--- src/rtl/fuse_lut_pkg.sv ---
// Shared types for the fuse LUT walkers: LUT entry layout, readback FSM
// states, wait-counter sizing and the readback status bundle.
package fuse_lut_pkg;

  localparam int LUT_ENTRIES     = 64;
  localparam int IDX_W           = 6;
  localparam int TIMEOUT_DEFAULT = 255;

  // Wait counter must be able to hold the largest reload value (TIMEOUT-1).
  function automatic int wait_cnt_width(input int timeout);
    return (timeout < 1) ? 1 : $clog2(timeout + 1);
  endfunction

  localparam int WAIT_CNT_W = wait_cnt_width(TIMEOUT_DEFAULT);

  typedef struct packed {
    logic [31:0] mask;
    logic [31:0] source_address;
    logic [31:0] dest_address;
  } fuse_lut_element_t;

  typedef enum logic [2:0] {
    IDLE,
    FETCH,
    READ,
    WRITE,
    NEXT,
    DONE
  } rb_state_e;

  typedef struct packed {
    logic             busy;
    logic             done;
    logic             err;
    logic [IDX_W-1:0] err_idx;
  } rb_status_t;

endpackage

--- src/rtl/fdm_fuse_readback_if.sv ---
// Register-side read channel and fuse-side write channel of the readback walker.
interface fdm_fuse_readback_if;

  logic        rd_req;
  logic [31:0] rd_addr;
  logic        rd_ack;
  logic        rd_err;
  logic [31:0] rd_data;

  logic        wr_req;
  logic [31:0] wr_addr;
  logic [31:0] wr_data;
  logic        wr_ack;
  logic        wr_err;

  modport master (
    output rd_req, rd_addr, wr_req, wr_addr, wr_data,
    input  rd_ack, rd_err, rd_data, wr_ack, wr_err
  );

  modport slave (
    input  rd_req, rd_addr, wr_req, wr_addr, wr_data,
    output rd_ack, rd_err, rd_data, wr_ack, wr_err
  );

endinterface

--- src/rtl/fdm_ack_timer.sv ---
// Down-counting ack watchdog: load arms it with TIMEOUT-1, every enabled
// cycle without a reload counts down, expired flags the last allowed cycle.
module fdm_ack_timer #(
  parameter int TIMEOUT = 255,
  parameter int W       = fuse_lut_pkg::wait_cnt_width(TIMEOUT)
) (
  input  logic clk,
  input  logic rst,
  input  logic load,
  input  logic enable,
  output logic expired
);

  localparam logic [W-1:0] RELOAD = W'(TIMEOUT - 1);

  logic [W-1:0] cnt_q;
  logic [W-1:0] cnt_d;

  // Reload has priority so a READ->WRITE hand-over restarts the full window.
  always_comb begin
    cnt_d = cnt_q;
    if (load) begin
      cnt_d = RELOAD;
    end else if (enable && (cnt_q != '0)) begin
      cnt_d = cnt_q - 1'b1;
    end
  end

  // Counter register.
  always_ff @(posedge clk or posedge rst) begin
    if (rst) begin
      cnt_q <= '0;
    end else begin
      cnt_q <= cnt_d;
    end
  end

  assign expired = (cnt_q == '0);

endmodule

--- src/rtl/fdm_fuse_readback.sv ---
// Fuse readback walker: for every LUT entry with a non-zero mask, read the
// destination register and write the masked value back to the fuse source.
module fdm_fuse_readback
  import fuse_lut_pkg::*;
#(
  parameter int ENTRIES = LUT_ENTRIES,
  parameter int TIMEOUT = TIMEOUT_DEFAULT
) (
  input  logic                       clk,
  input  logic                       rst,
  input  logic                       start,
  input  logic                       abort,
  output logic [5:0]                 lut_idx,
  input  fuse_lut_element_t          lut_entry,
  fdm_fuse_readback_if.master        bus,
  output logic                       busy,
  output logic                       done,
  output logic                       err,
  output logic [5:0]                 err_idx
);

  rb_state_e        state_q, state_d;
  logic [IDX_W-1:0] idx_q, idx_d;
  logic [31:0]      rd_addr_q, rd_addr_d;
  logic [31:0]      wr_addr_q, wr_addr_d;
  logic [31:0]      mask_q, mask_d;
  logic [31:0]      wr_data_q, wr_data_d;
  logic             err_q, err_d;
  logic [IDX_W-1:0] err_idx_q, err_idx_d;

  logic             tmr_load;
  logic             tmr_enable;
  logic             tmr_expired;
  rb_status_t       status;

  fdm_ack_timer #(.TIMEOUT(TIMEOUT)) u_ack_timer (
    .clk     (clk),
    .rst     (rst),
    .load    (tmr_load),
    .enable  (tmr_enable),
    .expired (tmr_expired)
  );

  assign tmr_enable = (state_q == READ) || (state_q == WRITE);

  // Next-state logic; abort always wins, and any error ends the walk in DONE.
  always_comb begin
    state_d   = state_q;
    idx_d     = idx_q;
    rd_addr_d = rd_addr_q;
    wr_addr_d = wr_addr_q;
    mask_d    = mask_q;
    wr_data_d = wr_data_q;
    err_d     = err_q;
    err_idx_d = err_idx_q;
    tmr_load  = 1'b0;
    case (state_q)
      IDLE: begin
        if (start) begin
          state_d   = FETCH;
          idx_d     = '0;
          err_d     = 1'b0;
          err_idx_d = '0;
        end
      end
      FETCH: begin
        if (abort) begin
          state_d = DONE;
        end else if (lut_entry.mask == '0) begin
          state_d = NEXT;
        end else begin
          rd_addr_d = lut_entry.dest_address;
          wr_addr_d = lut_entry.source_address;
          mask_d    = lut_entry.mask;
          tmr_load  = 1'b1;
          state_d   = READ;
        end
      end
      READ: begin
        if (abort) begin
          // A coincident good ack is taken, but its write never goes out.
          if (bus.rd_ack && !bus.rd_err) begin
            wr_data_d = bus.rd_data & mask_q;
          end
          state_d = DONE;
        end else if (bus.rd_ack) begin
          if (bus.rd_err) begin
            err_d     = 1'b1;
            err_idx_d = idx_q;
            state_d   = DONE;
          end else begin
            wr_data_d = bus.rd_data & mask_q;
            tmr_load  = 1'b1;
            state_d   = WRITE;
          end
        end else if (tmr_expired) begin
          err_d     = 1'b1;
          err_idx_d = idx_q;
          state_d   = DONE;
        end
      end
      WRITE: begin
        if (abort) begin
          state_d = DONE;
        end else if (bus.wr_ack) begin
          if (bus.wr_err) begin
            err_d     = 1'b1;
            err_idx_d = idx_q;
            state_d   = DONE;
          end else begin
            state_d = NEXT;
          end
        end else if (tmr_expired) begin
          err_d     = 1'b1;
          err_idx_d = idx_q;
          state_d   = DONE;
        end
      end
      NEXT: begin
        if (abort || (idx_q == IDX_W'(ENTRIES - 1))) begin
          state_d = DONE;
        end else begin
          idx_d   = idx_q + 1'b1;
          state_d = FETCH;
        end
      end
      DONE: begin
        state_d = IDLE;
      end
      default: begin
        state_d = IDLE;
      end
    endcase
  end

  // State and datapath registers; reset clears every request immediately.
  always_ff @(posedge clk or posedge rst) begin
    if (rst) begin
      state_q   <= IDLE;
      idx_q     <= '0;
      rd_addr_q <= '0;
      wr_addr_q <= '0;
      mask_q    <= '0;
      wr_data_q <= '0;
      err_q     <= 1'b0;
      err_idx_q <= '0;
    end else begin
      state_q   <= state_d;
      idx_q     <= idx_d;
      rd_addr_q <= rd_addr_d;
      wr_addr_q <= wr_addr_d;
      mask_q    <= mask_d;
      wr_data_q <= wr_data_d;
      err_q     <= err_d;
      err_idx_q <= err_idx_d;
    end
  end

  assign status = '{busy:    (state_q != IDLE),
                    done:    (state_q == DONE),
                    err:     err_q,
                    err_idx: err_idx_q};

  assign bus.rd_req  = (state_q == READ);
  assign bus.rd_addr = rd_addr_q;
  assign bus.wr_req  = (state_q == WRITE);
  assign bus.wr_addr = wr_addr_q;
  assign bus.wr_data = wr_data_q;

  assign lut_idx = idx_q;
  assign busy    = status.busy;
  assign done    = status.done;
  assign err     = status.err;
  assign err_idx = status.err_idx;

endmodule
--- src/flat_wrapper.sv ---
// flat-port wrapper written by rule: the top's interface ports become plain ports
module fdm_fuse_readback_flat import fuse_lut_pkg::*;
#(
  parameter int ENTRIES = LUT_ENTRIES,
  parameter int TIMEOUT = TIMEOUT_DEFAULT
)
  (clk, rst, start, abort, lut_idx, lut_entry, busy, done, err, err_idx, bus_rd_req, bus_rd_addr, bus_wr_req, bus_wr_addr, bus_wr_data, bus_rd_ack, bus_rd_err, bus_rd_data, bus_wr_ack, bus_wr_err);
  fdm_fuse_readback_if bus_i ();
  input  logic clk;
  input  logic rst;
  input  logic start;
  input  logic abort;
  output logic [5:0] lut_idx;
  input  fuse_lut_element_t lut_entry;
  output logic busy;
  output logic done;
  output logic err;
  output logic [5:0] err_idx;
  output wire logic [$bits(bus_i.rd_req)-1:0] bus_rd_req;
  output wire logic [$bits(bus_i.rd_addr)-1:0] bus_rd_addr;
  output wire logic [$bits(bus_i.wr_req)-1:0] bus_wr_req;
  output wire logic [$bits(bus_i.wr_addr)-1:0] bus_wr_addr;
  output wire logic [$bits(bus_i.wr_data)-1:0] bus_wr_data;
  input wire logic [$bits(bus_i.rd_ack)-1:0] bus_rd_ack;
  input wire logic [$bits(bus_i.rd_err)-1:0] bus_rd_err;
  input wire logic [$bits(bus_i.rd_data)-1:0] bus_rd_data;
  input wire logic [$bits(bus_i.wr_ack)-1:0] bus_wr_ack;
  input wire logic [$bits(bus_i.wr_err)-1:0] bus_wr_err;
  assign bus_rd_req = bus_i.rd_req;
  assign bus_rd_addr = bus_i.rd_addr;
  assign bus_wr_req = bus_i.wr_req;
  assign bus_wr_addr = bus_i.wr_addr;
  assign bus_wr_data = bus_i.wr_data;
  assign bus_i.rd_ack = bus_rd_ack;
  assign bus_i.rd_err = bus_rd_err;
  assign bus_i.rd_data = bus_rd_data;
  assign bus_i.wr_ack = bus_wr_ack;
  assign bus_i.wr_err = bus_wr_err;
  fdm_fuse_readback #(.ENTRIES(ENTRIES), .TIMEOUT(TIMEOUT)) u_core (.clk(clk), .rst(rst), .start(start), .abort(abort), .lut_idx(lut_idx), .lut_entry(lut_entry), .bus(bus_i), .busy(busy), .done(done), .err(err), .err_idx(err_idx));
endmodule
--- config.mk ---
export PLATFORM = sky130hd
export DESIGN_NAME = fdm_fuse_readback_flat
export DESIGN_NICKNAME = d
export VERILOG_FILES = /design/src/rtl/fuse_lut_pkg.sv /design/src/rtl/fdm_fuse_readback_if.sv /design/src/rtl/fdm_ack_timer.sv /design/src/rtl/fdm_fuse_readback.sv /design/src/flat_wrapper.sv
export SDC_FILE = /design/constraint.sdc
export NUM_CORES = 1
export LEC_CHECK = 0
export BUFFER_PORTS_ARGS = -buffer_cell sky130_fd_sc_hd__buf_2
export CORE_MARGIN = 2
export CORE_UTILIZATION = 45
export DETAILED_ROUTE_END_ITERATION = 7
export PLACE_DENSITY = 0.75
export SLEW_MARGIN = 10
export SYNTH_ARGS = -nofsm -noshare
export SYNTH_HDL_FRONTEND = slang
export SYNTH_SLANG_ARGS = --single-unit
--- constraint.sdc ---
create_clock -name clk -period 5.5 [get_ports clk]
set_input_delay 0.55 -clock clk [delete_from_list [all_inputs] [get_ports clk]]
set_output_delay 0.55 -clock clk [all_outputs]
set_load 0.02 [all_outputs]
==> results.json <==
{
  "finalNonFillerCells": 935,
  "cts_resized": 0,
  "period_needed_ns": 2.74,
  "yosys.cell_types.count": 49,
  "dr.pass1.iters": 4,
  "reg2reg_slack_ns": 3.01,
  "path_max_fanout": 14,
  "setup_viol": 0,
  "synth_area_leaders": "dfrtp_1, mux2_2, mux2_4",
  "slew_headroom_pct": 35.0,
  "worstPathArrival_ns": 2.19,
  "cts_root_buf": "clkbuf_16",
  "dp_cells": 902,
  "areaGrowthSynthToFinish_pct": 31.2,
  "syn_inst": 493,
  "row_count": 43,
  "fin_ws_ns": 2.76,
  "maxCapViolations": 0,
  "grt_pass1_vias": 4959,
  "via_per_inst": 5.15,
  "cp.required_ns": 4.95,
  "crit_chain": "nor2b_1 -> and2_1 -> buf_2",
  "synth_top_family_by_area": "multiplexers",
  "antenna_found_initial": 1,
  "power_density_nw_per_um2": 611,
  "maxSlewViolCount": 0,
  "clk_pin_slew_worst_paths_ns": 0.06,
  "cts_buffers": 17,
  "max-vdd-ir-drop_uv": 328,
  "floorplan.initialDensity_pct": 46.0,
  "power.total_mw": 5.12,
  "cts_hold_buf": 0,
  "tns_ns": 0,
  "crit_type": "register to output port",
  "finClkSkew_ns": 0.0132,
  "core_area_um2": 13900,
  "die_x_um": 123,
  "synth_seq_cells": 152,
  "cp-start-kind": "register",
  "synth_edf_count": 0,
  "cts_tree": "yes",
  "r2r-start": "u_core.state_q[2]",
  "ys.flop_type": "dfrtp_1",
  "r2r-end": "u_core.bus.wr_addr[23]",
  "cp_slowest_stage_delay_ns": 0.83,
  "postPlaceCellArea_um2": 7770,
  "async_reset_ff_share_pct": 100,
  "max_clock_freq_mhz": 365,
  "leakage_nw": 4.34,
  "drt-initial-drc-count": 295,
  "dp_hpwl_mm": 11.8,
  "regArea_um2": 3800,
  "hold_viol": 0,
  "cts.sinks": 152,
  "cts_buffer_depth": 2,
  "grt_max_degree": 98,
  "multi_input_area_um2": 2430,
  "syn_nets": 631,
  "hp-class": "input pin to async pin",
  "yosys.area.top_type": "dfrtp_1",
  "yosysWarnings": 0,
  "synth-xor-area-share_pct": 0.685,
  "postCtsSetupBuffers": 0,
  "grt_first_pass_wirelength_mm": 24.9,
  "tightest_slew_ns": 0.973,
  "status": "finished clean",
  "synth_mux_area_share_pct": 19.7,
  "grt_overflow": 0,
  "slowest_stage": "nor2b_1",
  "rsz0062_at_grt": "false",
  "ioPinCount": 249,
  "synthSimpleGateAreaFrac_pct": 12.7,
  "grt_usage_pct": 21.6,
  "synth_compound_area_share_pct": 4.41,
  "synthAdderAreaFrac_pct": 0.392,
  "synth_top_area_share_pct": 59.5,
  "drt_wl_total_mm": 16.2,
  "wl_per_cell_um": 17.3,
  "numPortBuffers": 248,
  "fp.dieH_um": 123,
  "h-tree-depth": 4,
  "final_nets": 879,
  "pre_cts_ws_ns": 2.32,
  "finalCritPeriodShare_pct": 49.8,
  "postRouteAntennaNets": 0,
  "dieArea_um2": 15200,
  "synthesis.area_um2": 6390,
  "n_fill_cell": 1118,
  "num_vias": 4815,
  "postSynthAreaPerCell_um2": 13.0,
  "gp_congestion": 0.819,
  "cp-end-kind": "output port",
  "drc": 0,
  "stdcell_area_um2": 8390,
  "drive_gt1_share_pct": 51.2,
  "reg2regPathDepth": 4,
  "insertion_delay_ns": 0.43,
  "ys_seq_area_share_pct": 59.5
}
layer usage:
layer,GRT usage (%),up-vias,part of all wire (%)
met1,24.7,2361,39
met2,37.0,178,52
met4,8.66,0,2.0
li1,-,2246,-
met3,7.56,30,7.3
met5,0,-,0
state kept, by name, indices dropped and copies added (netlist names):
| name | count |
|---|---|
| u_core.lut_idx | 6 |
| u_core.mask_q | 32 |
| u_core.u_ack_timer.cnt_q | 8 |
| u_core.err_idx | 6 |
| u_core.err | 1 |
| u_core.bus.wr_addr | 32 |
| u_core.state_q | 3 |
| u_core.bus.rd_addr | 32 |
| u_core.bus.wr_data | 32 |
layout make-up:
| class | count | area share, % |
|---|---|---|
| diodes | 1 | 0.0298 |
| clock buffers | 22 | 5.66 |
| clock inverters | 10 | 1.69 |
| inverters | 7 | 0.373 |
| multi-input cells | 310 | 29.0 |
| flip-flops and latches | 152 | 45.4 |
| well taps | 180 | 2.69 |
| repair buffers | 253 | 15.2 |
cell usage after synthesis (7+ instances only):
library cell and instances:
dfrtp_1 152, nand2_1 74, mux2_2 56, mux2_4 41, nand3_1 40, clkbuf_1 11, nor4_1 10, nor2_1 9
inv_1 7, o21ai_0 7, or3_1 7
power by group:
group | leakage [nW] | switching (mW) | internal [mW]
sequential | 1.86 | 0.325 | 1.62
clock | 0.297 | 0.455 | 0.751
combinational | 2.19 | 1.07 | 0.898
worst max-delay path by stage:
stage	slack, ns	from	endpoint
floorplan	0.86	rst	u_core.bus.rd_addr[0]
global placement	2.35	lut_entry[73]	u_core.bus.wr_addr[22]
detailed placement	2.32	lut_entry[80]	u_core.bus.wr_addr[17]
CTS	2.77	lut_entry[80]	u_core.bus.wr_addr[23]
global route	2.56	u_core.state_q[1]	bus_wr_req
finish	2.76	u_core.state_q[1]	bus_wr_req
worst max-delay path, delay by kind of cell (launching register included):
family / cells / cell delay (ns)
buffers and inverters: 1 / 0.16
DFF: 1 / 0.55
and+or+nand+nor: 2 / 1.06
stage by stage:
stage	util (%)	hold WS, ns
finish	60.4	0.291
global route	60.4	0.332
CTS	60.4	0.323
detailed placement	56.0	0.450
global placement	56.0	0.448
floorplan	-	0.460
cell usage in the layout, fill, tap and decap left out, types with 2 or more instances in the layout:
| master | netlist | routed |
|---|---|---|
| buf_2 | 6 | 248 |
| dfrtp_1 | 152 | 152 |
| nand2_1 | 74 | 74 |
| mux2_2 | 56 | 56 |
| mux2_4 | 41 | 41 |
| nand3_1 | 40 | 40 |
| clkbuf_16 | 0 | 17 |
| nor4_1 | 10 | 10 |
| nor2_1 | 9 | 8 |
| or3_1 | 7 | 7 |
| o21ai_0 | 7 | 7 |
| inv_1 | 7 | 6 |
| a21oi_1 | 6 | 6 |
| a32o_1 | 6 | 6 |
| nor3_1 | 5 | 5 |
| buf_4 | 0 | 5 |
| nand2b_1 | 3 | 3 |
| o2111ai_1 | 3 | 3 |
| nand4_1 | 3 | 3 |
| o211ai_1 | 3 | 3 |
| xor2_1 | 3 | 3 |
| bufinv_16 | 0 | 3 |
| clkbuf_8 | 0 | 3 |
| and4_1 | 2 | 2 |
| nor2b_1 | 2 | 2 |
| inv_6 | 0 | 2 |
| a31oi_1 | 2 | 2 |
| or4_1 | 2 | 2 |
| xnor2_1 | 2 | 2 |
| ha_1 | 2 | 2 |
| clkinvlp_4 | 0 | 2 |
| clkbuf_1 | 11 | 2 |
| clkinv_4 | 0 | 2 |
| clkinv_2 | 0 | 2 |
kinds of logic (layout without fill, tap and decap cells):
group | after synthesis | count (layout)
compound gates | 38 | 38
flops | 152 | 152
buf+inv | 31 | 292
mux | 98 | 98
fa+ha+maj | 2 | 2
other cells | 0 | 1
simple gates | 167 | 167
xor+xnor | 5 | 5
No activity file was read; power rests on OpenSTA's default activity.
